$ cat config.mk
export PLATFORM = sky130hd
export DESIGN_NAME = counter_timer_ctrl_flat
export DESIGN_NICKNAME = d
export VERILOG_FILES = /design/src/rtl/counter_timer_ctrl_if.sv /design/src/rtl/counter_timer_ctrl.sv /design/src/flat_wrapper.sv
export SDC_FILE = /design/constraint.sdc
export NUM_CORES = 1
export LEC_CHECK = 0
export CORE_MARGIN = 1.5
export CORE_UTILIZATION = 52
export DETAILED_ROUTE_END_ITERATION = 7
export PLACE_DENSITY = 0.82
export SLEW_MARGIN = 20
export SYNTH_ARGS = -nofsm -noshare
export SYNTH_HDL_FRONTEND = slang
export SYNTH_SLANG_ARGS = --single-unit
$ cat constraint.sdc
create_clock -name clk -period 4.55 [get_ports clk]
set_input_delay 1.1375 -clock clk [delete_from_list [all_inputs] [get_ports clk]]
set_output_delay 1.1375 -clock clk [all_outputs]
set_load 0.05 [all_outputs]
$ cat src/rtl/counter_timer_ctrl_if.sv
// Command/config and status bundle for counter_timer_ctrl.
// The controller takes the slave side; whatever drives commands takes the master side.
interface counter_timer_ctrl_if #(
  parameter int WIDTH = 4,
  parameter int PW    = 4
);
  logic             cfg_we;
  logic [WIDTH-1:0] cfg_period;
  logic [PW-1:0]    cfg_prescale;
  logic             cfg_periodic;
  logic             start;
  logic             stop;
  logic             pause;
  logic             irq_ack;
  logic [WIDTH-1:0] count;
  logic             busy;
  logic             tc;
  logic             irq;
  logic [1:0]       state;

  modport master (
    output cfg_we, cfg_period, cfg_prescale, cfg_periodic,
    output start, stop, pause, irq_ack,
    input  count, busy, tc, irq, state
  );

  modport slave (
    input  cfg_we, cfg_period, cfg_prescale, cfg_periodic,
    input  start, stop, pause, irq_ack,
    output count, busy, tc, irq, state
  );
endinterface

$ cat src/rtl/counter_timer_ctrl.sv
// Programmable timer: prescaled count up to a terminal period, one-shot or periodic,
// with a registered terminal-count pulse and a sticky acknowledged interrupt.
module counter_timer_ctrl #(
  parameter int WIDTH = 4,
  parameter int PW    = 4
) (
  input  logic                 clk,
  input  logic                 reset,
  counter_timer_ctrl_if.slave  bus
);

  localparam logic [1:0] S_IDLE = 2'b00;
  localparam logic [1:0] S_RUN  = 2'b01;
  localparam logic [1:0] S_HOLD = 2'b10;
  localparam logic [1:0] S_DONE = 2'b11;

  typedef struct packed {
    logic [WIDTH-1:0] period;
    logic [PW-1:0]    prescale;
    logic             periodic;
  } cfg_t;

  cfg_t             cfg_q, cfg_d;
  logic [1:0]       state_q, state_d;
  logic [WIDTH-1:0] count_q, count_d;
  logic [PW-1:0]    pc_q, pc_d;
  logic             tc_q, tc_d;
  logic             irq_q, irq_d;
  logic             term;

  always_comb begin
    cfg_d   = cfg_q;
    state_d = state_q;
    count_d = count_q;
    pc_d    = pc_q;
    term    = 1'b0;

    // Config is frozen outside IDLE; a same-cycle start runs with the new values.
    if (state_q == S_IDLE && bus.cfg_we) begin
      cfg_d.period   = bus.cfg_period;
      cfg_d.prescale = bus.cfg_prescale;
      cfg_d.periodic = bus.cfg_periodic;
    end

    unique case (state_q)
      S_IDLE: begin
        count_d = '0;
        pc_d    = '0;
        if (!bus.stop && bus.start) state_d = S_RUN;
      end
      S_RUN: begin
        if (bus.stop) begin
          state_d = S_IDLE;
          count_d = '0;
          pc_d    = '0;
        end else if (bus.pause) begin
          state_d = S_HOLD;
        end else if (pc_q == cfg_q.prescale) begin
          pc_d = '0;
          if (count_q == cfg_q.period) begin
            term = 1'b1;
            if (cfg_q.periodic) count_d = '0;
            else                state_d = S_DONE;
          end else begin
            count_d = count_q + WIDTH'(1);
          end
        end else begin
          pc_d = pc_q + PW'(1);
        end
      end
      S_HOLD: begin
        if (bus.stop) begin
          state_d = S_IDLE;
          count_d = '0;
          pc_d    = '0;
        end else if (!bus.pause) begin
          state_d = S_RUN;
        end
      end
      default: begin
        if (bus.stop) begin
          state_d = S_IDLE;
          count_d = '0;
          pc_d    = '0;
        end else if (bus.start) begin
          state_d = S_RUN;
          count_d = '0;
          pc_d    = '0;
        end
      end
    endcase

    tc_d  = term;
    // A terminal count beats a coincident acknowledge.
    irq_d = term | (irq_q & ~bus.irq_ack);
  end

  always_ff @(posedge clk or negedge reset) begin
    if (!reset) begin
      cfg_q.period   <= '1;
      cfg_q.prescale <= '0;
      cfg_q.periodic <= 1'b0;
      state_q        <= S_IDLE;
      count_q        <= '0;
      pc_q           <= '0;
      tc_q           <= 1'b0;
      irq_q          <= 1'b0;
    end else begin
      cfg_q   <= cfg_d;
      state_q <= state_d;
      count_q <= count_d;
      pc_q    <= pc_d;
      tc_q    <= tc_d;
      irq_q   <= irq_d;
    end
  end

  assign bus.count = count_q;
  assign bus.state = state_q;
  assign bus.busy  = (state_q == S_RUN) || (state_q == S_HOLD);
  assign bus.tc    = tc_q;
  assign bus.irq   = irq_q;

endmodule

$ cat src/flat_wrapper.sv
// flat-port wrapper written by rule: the top's interface ports become plain ports
module counter_timer_ctrl_flat 
#(
  parameter int WIDTH = 4,
  parameter int PW    = 4
)
  (clk, reset, bus_cfg_we, bus_cfg_period, bus_cfg_prescale, bus_cfg_periodic, bus_start, bus_stop, bus_pause, bus_irq_ack, bus_count, bus_busy, bus_tc, bus_irq, bus_state);
  counter_timer_ctrl_if #(.WIDTH(WIDTH), .PW(PW)) bus_i ();
  input  logic clk;
  input  logic reset;
  input wire logic [$bits(bus_i.cfg_we)-1:0] bus_cfg_we;
  input wire logic [$bits(bus_i.cfg_period)-1:0] bus_cfg_period;
  input wire logic [$bits(bus_i.cfg_prescale)-1:0] bus_cfg_prescale;
  input wire logic [$bits(bus_i.cfg_periodic)-1:0] bus_cfg_periodic;
  input wire logic [$bits(bus_i.start)-1:0] bus_start;
  input wire logic [$bits(bus_i.stop)-1:0] bus_stop;
  input wire logic [$bits(bus_i.pause)-1:0] bus_pause;
  input wire logic [$bits(bus_i.irq_ack)-1:0] bus_irq_ack;
  output wire logic [$bits(bus_i.count)-1:0] bus_count;
  output wire logic [$bits(bus_i.busy)-1:0] bus_busy;
  output wire logic [$bits(bus_i.tc)-1:0] bus_tc;
  output wire logic [$bits(bus_i.irq)-1:0] bus_irq;
  output wire logic [$bits(bus_i.state)-1:0] bus_state;
  assign bus_i.cfg_we = bus_cfg_we;
  assign bus_i.cfg_period = bus_cfg_period;
  assign bus_i.cfg_prescale = bus_cfg_prescale;
  assign bus_i.cfg_periodic = bus_cfg_periodic;
  assign bus_i.start = bus_start;
  assign bus_i.stop = bus_stop;
  assign bus_i.pause = bus_pause;
  assign bus_i.irq_ack = bus_irq_ack;
  assign bus_count = bus_i.count;
  assign bus_busy = bus_i.busy;
  assign bus_tc = bus_i.tc;
  assign bus_irq = bus_i.irq;
  assign bus_state = bus_i.state;
  counter_timer_ctrl #(.WIDTH(WIDTH), .PW(PW)) u_core (.clk(clk), .reset(reset), .bus(bus_i));
endmodule
==> results.sh, run 1 <==
export IMPL_status="finished clean"
export IMPL_gp_congestion=0.864
export IMPL_tns_ns=0
export IMPL_drcViolationCount=0
export IMPL_synth_adder_area_share_pct=5.64
export IMPL_drv_cap=0
export IMPL_initial_core_util_pct=56.0
export IMPL_dp_hpwl_microns=1690
export IMPL_synth_top_cell_area_share_pct=38.3
export IMPL_cts_tree="done"
export IMPL_synthTopCellsByArea="dfrtp_1, dfstp_2, mux2_2"
export IMPL_syn_cell_area_sq_um=1110
export IMPL_synth_xor_area_share_pct=7.89
export IMPL_fp_dieW_microns=49.2
export IMPL_rows=16
export IMPL_slew_headroom_pct=36.7
export IMPL_synth_commonest_cells="dfrtp_1, nand2_1, mux2_2"
export IMPL_met1_usage_pct=25.3
export IMPL_synth_most_common_cell="dfrtp_1"
export IMPL_crit_family="buffers and inverters"
export IMPL_rsz0062_at_grt="false"
export IMPL_htree_levels=1
export IMPL_synth_top_family_by_area="simple AND/OR/NAND/NOR gates"
export IMPL_stdcell_area_sq_um=1410
export IMPL_numPortBuffers=24
export IMPL_end_kind="output port"
export IMPL_cts_setup_buffers=0
export IMPL_final_core_util_pct=71.1
export IMPL_grt_max_degree=22
export IMPL_drt_iter0_markers=9
export IMPL_grt_pass1_vias=812
export IMPL_yosysWarnings=0
export IMPL_holdBufCountCts=0
export IMPL_grt_remaining_overflow=0
export IMPL_synthCells=103
export IMPL_fill_cells=137
export IMPL_powerDensity_nw_per_um2=582
export IMPL_design_core_area_sq_um=1980
export IMPL_ir_drop_mv=0.418
export IMPL_nets=153
export IMPL_skew_ns=0.00468
export IMPL_ant_nets=0
export IMPL_drt_vias_per_instance=5.56
export IMPL_fp_dieH_microns=49.2
export IMPL_antenna_found_initial=0
export IMPL_use_met3_pct=3.07
export IMPL_ys_seq_area_share_pct=47.8
export IMPL_path_max_fanout=5
export IMPL_ys_types=29
export IMPL_start_kind="flop"
export IMPL_placed_area_sq_um=1380
export IMPL_synth_top_area_cell="dfrtp_1"
export IMPL_firstDrtPassIters=4
export IMPL_yosys_register_bits=21
export IMPL_busiest_layer="met2"
export IMPL_final_hold_viol_count=0
export IMPL_die_area_sq_um=2420
export IMPL_cp_required_ns=3.41
export IMPL_min_path_type="reg2reg"
export IMPL_synth_avg_cell_area_sq_um=10.8
export IMPL_clockBufferDepth=2
export IMPL_post_cts_resized=0
export IMPL_syn_num_nets=124
export IMPL_finalSetupViolCount=0
export IMPL_drive_above_1_share_pct=13.0
export IMPL_drt_wl_total_microns=2220
export IMPL_ys_async_sr_fraction_pct=100
export IMPL_grt_util_met2_pct=32.2
export IMPL_crit_arrival_ns=1.93
export IMPL_synth_edf_count=0
export IMPL_synth_simple_area_share_pct=15.0
export IMPL_clkSlewWorstSetupHoldPaths_ns=0.11
export IMPL_multi_input_area_sq_um=564
export IMPL_slew_viol_final=0
export IMPL_grt_first_pass_wirelength_microns=3590
export IMPL_p_leak_nw=0.620
export IMPL_clk_latency_ns=0.30
export IMPL_diodes=0
export IMPL_clock_fmax_ghz=0.326
export IMPL_synth_main_ff_cell="dfrtp_1"
export IMPL_grt_use_total_pct=19.4
export IMPL_regArea_sq_um=531
export IMPL_cts_root_buf="clkbuf_4"
export IMPL_crit_chain="inv_1, ha_1, clkdlybuf4s50_1"
export IMPL_area_growth_pct=27.1
export IMPL_io_pins=25
export IMPL_worst_path_buf_inv=2
export IMPL_fin_crit_ns=3.07
export IMPL_wl_per_cell_microns=14.1
export IMPL_finalCritPeriodShare_pct=67.5
export IMPL_cts_sinks=21
export IMPL_tightest_slew_ns=0.946
export IMPL_synth_mux_area_fraction_pct=10.9
export IMPL_power_total_uw=821
export IMPL_criticalPathCategory="reg2out"
export IMPL_critPathMaxStageDelay_ns=0.80
export IMPL_numCtsBuffers=3
export IMPL_holdWs_ns=0.490
export IMPL_synth_compound_area_share_pct=11.4
export IMPL_vias=878
export IMPL_crit_path_top_delay_cell="clkdlybuf4s50_1"
-- registers in the layout, indices dropped and copies added (netlist names) --
signal	count
u_core.pc_q	4
u_core.bus.tc	1
u_core.bus.irq	1
u_core.bus.count	4
u_core.bus.state	2
u_core.cfg_q	9
-- path summary, 6_finish.rpt --
kind	from	depth (start not counted)	slack, ns	end
setup / recovery	u_core.bus.state[0]	3	1.48	bus_busy
hold reg to reg	u_core.bus.irq	1	0.49	u_core.bus.irq
hold / removal	u_core.bus.irq	1	0.49	u_core.bus.irq
setup reg to reg	u_core.cfg_q[4]	5	2.61	u_core.bus.count[1]
max in group asynchronous	reset	1	2.63	u_core.cfg_q[0]
min in group asynchronous	reset	1	1.35	u_core.bus.state[0]
-- placed cells by master, fill, tap and decap left out, types with 2 or more instances in the layout --
master | Yosys | routed
nand3b_1 | 2 | 2
xnor2_1 | 4 | 4
inv_1 | 4 | 4
clkbuf_4 | 0 | 3
o31ai_1 | 2 | 2
a21oi_1 | 5 | 5
dfrtp_1 | 17 | 17
nor3_1 | 3 | 3
nand4_1 | 2 | 2
nand3_1 | 3 | 3
xor2_1 | 6 | 6
o21ai_0 | 3 | 3
dfstp_2 | 4 | 4
a21o_1 | 3 | 3
ha_1 | 5 | 5
o211ai_1 | 2 | 2
mux2i_1 | 2 | 2
or3_1 | 2 | 2
mux2_2 | 9 | 9
nand2_1 | 11 | 11
clkdlybuf4s50_1 | 0 | 24
nor2_1 | 5 | 5
-- kinds of logic after synthesis --
kind of cell    after synthesis
xor+xnor                     10
fa+ha+maj                     5
mux                          11
simple gates                 33
buf+inv                       4
flops                        21
compound gates               19
-- layout make-up --
class                      instances  area share, %
sequential                        21           37.6
inverter                           4           1.06
multi-input combinational         78           40.0
tap                               27           2.40
timing repair buffer              24           17.0
clock buffer                       4           1.86
-- report_power, final --
group	total [mW]	internal (mW)	switching, mW
logic	0.408	0.174	0.235
registers	0.323	0.262	0.0614
clock network	0.0891	0.0342	0.0549
total	0.821	0.470	0.351
-- worst register-to-register path, delay by kind of cell (launching register included) --
| family | cells | cell delay, ns |
|---|---|---|
| AO/OA/AOI/OAI | 3 | 1.11 |
| flip-flops | 1 | 0.40 |
| XOR/XNOR | 1 | 0.18 |
| AND/OR/NAND/NOR | 1 | 0.14 |
-- through the flow --
| step | std cells | setup slack, ns |
|---|---|---|
| after floorplan | 103 | 2.05 |
| after global placement | 154 | 1.84 |
| after detailed placement | 154 | 1.81 |
| after CTS | 158 | 1.46 |
| after global routing | 158 | 1.39 |
| final | 158 | 1.48 |
-- layer usage --
layer	part of all wire, %	up-vias
met2	49	20
met5	0	-
met1	46	424
met3	3.6	2
met4	0.90	0
li1	-	432
(Power assumes the default switching activity.)
==> inputs of run 2 (changes only) <==
- CORE_UTILIZATION: 52 -> 49
- PLACE_DENSITY: 0.82 -> 0.78
- clock period: 4.55 -> 3.2 ns (I/O delays scaled with it)
==> run 2 against run 1 <==
Wire length rose by 7.4%; setup slack got worse by 0.99 ns; global-route usage rose by 1.9 points; register-to-register slack got worse by 1.4 ns; power rose by 44%; sequential share of layout area fell by 0.13 points; combinational power rose by 45%; via count rose by 3.4%; clock skew rose by 0.0072 ns; core utilization fell by 5.9 points; largest power group unchanged; highest routed layer unchanged.
==> results.sh, run 2 (synthesis gave the netlist of run 1 again) <==
export IMPL_tightest_slew_ns=0.927
export IMPL_grt_use_total_pct=21.2
export IMPL_rsz0062_at_grt="false"
export IMPL_cts_tree="done"
export IMPL_layout_commonest_cell="clkdlybuf4s50_1"
export IMPL_cts_setup_buffers=0
export IMPL_cp_required_ns=2.40
export IMPL_holdWs_ns=0.490
export IMPL_ir_drop_mv=0.592
export IMPL_area_growth_pct=27.5
export IMPL_fp_dieW_microns=50.6
export IMPL_ff2ff_setup_slack_ns=1.18
export IMPL_critPathMaxStageDelay_ns=0.80
export IMPL_cts_root_buf="clkbuf_4"
export IMPL_clkSlewWorstSetupHoldPaths_ns=0.12
export IMPL_ant_nets=0
export IMPL_firstDrtPassIters=4
export IMPL_htree_levels=1
export IMPL_min_path_type="reg2reg"
export IMPL_powerDensity_nw_per_um2=838
export IMPL_numPortBuffers=24
export IMPL_initial_core_util_pct=51.2
export IMPL_clockBufferDepth=2
export IMPL_stdcell_area_sq_um=1420
export IMPL_finalSetupViolCount=0
export IMPL_p_leak_nw=0.619
export IMPL_tns_ns=0
export IMPL_io_pins=25
export IMPL_drcViolationCount=0
export IMPL_layout_common_cells="clkdlybuf4s50_1, dfrtp_1, nand2_1"
export IMPL_diodes=0
export IMPL_dp_hpwl_microns=1750
export IMPL_rows=17
export IMPL_end_kind="output port"
export IMPL_crit_path_top_delay_cell="clkdlybuf4s50_1"
export IMPL_grt_remaining_overflow=0
export IMPL_holdBufCountCts=0
export IMPL_grt_first_pass_wirelength_microns=3940
export IMPL_crit_arrival_ns=1.91
export IMPL_clk_latency_ns=0.32
export IMPL_wl_per_cell_microns=15.0
export IMPL_drt_vias_per_instance=5.71
export IMPL_clock_fmax_ghz=0.369
export IMPL_finalCritPeriodShare_pct=84.7
export IMPL_drt_wl_total_microns=2390
export IMPL_antenna_found_initial=0
export IMPL_gp_congestion=0.772
export IMPL_fp_dieH_microns=50.6
export IMPL_power_total_mw=1.19
export IMPL_criticalPathCategory="reg2out"
export IMPL_crit_chain="inv_1, ha_1, clkdlybuf4s50_1"
export IMPL_design_core_area_sq_um=2170
export IMPL_final_hold_viol_count=0
export IMPL_post_cts_resized=0
export IMPL_slew_viol_final=0
export IMPL_skew_ns=0.0118
export IMPL_largest_register_ffs=9
export IMPL_start_kind="flop"
export IMPL_grt_pass1_vias=881
export IMPL_top_register="u_core.cfg_q"
export IMPL_fin_crit_ns=2.71
export IMPL_drv_cap=0
export IMPL_path_max_fanout=5
export IMPL_drive_above_1_share_pct=13.7
export IMPL_status="finished clean"
export IMPL_cts_sinks=21
export IMPL_slew_headroom_pct=38.0
export IMPL_drt_iter0_markers=26
export IMPL_vias=908
export IMPL_numCtsBuffers=3
export IMPL_die_area_sq_um=2560
export IMPL_grt_max_degree=22
export IMPL_placed_area_sq_um=1390
export IMPL_nets=153
run 2: cell count changes in the layout (fill, tap and decap cells not counted):
cell / before / now
clkbuf_1: 1 / 0
clkinvlp_4: 0 / 1
run 2: area by class of cell:
class / count / area [sq um]
Inverter: 4 / 15.0
Sequential cell: 21 / 531
Fill cell: 195 / 754
Multi-Input combinational cell: 78 / 564
Clock inverter: 1 / 7.51
Timing Repair Buffer: 24 / 240
Tap cell: 28 / 35.0
Clock buffer: 3 / 22.5
run 2: critical path: cells and delay by family, from the launching register on:
family / cells / cell delay, ns
adder cells (fa/ha/maj): 1 / 0.30
buffers and inverters: 2 / 0.88
flip-flops: 1 / 0.43
run 2: worst paths after layout:
check / endpoint / from / cells after the start
max: bus_busy / u_core.bus.state[0] / 3
max reg2reg: u_core.bus.count[0] / u_core.pc_q[2] / 5
min: u_core.bus.irq / u_core.bus.irq / 1
min reg2reg: u_core.bus.irq / u_core.bus.irq / 1
min in group asynchronous: u_core.pc_q[0] / reset / 1
max in group asynchronous: u_core.bus.state[1] / reset / 1
run 2: stage by stage:
| step | cells | util (%) | worst slack [ns] |
|---|---|---|---|
| 2_1_floorplan | 103 | - | 1.03 |
| 3_3_place_gp | 155 | 63.8 | 0.839 |
| 3_5_place_dp | 155 | 63.8 | 0.824 |
| 4_1_cts | 159 | 65.2 | 0.468 |
| 5_1_grt | 159 | 65.2 | 0.401 |
| 6_report | 159 | 65.2 | 0.489 |
run 2: power by group:
group / total, mW / internal, mW / switching (mW)
combinational: 0.591 / 0.248 / 0.343
sequential: 0.463 / 0.372 / 0.0906
clock: 0.132 / 0.0478 / 0.0839
run 2: routing by layer:
metal	track usage [%]	wire length, microns	vias up
li1	-	-	429
met5	0	0	-
met1	22.4	964	439
met3	4.17	122	5
met2	40.1	1260	35
met4	9.46	44	0
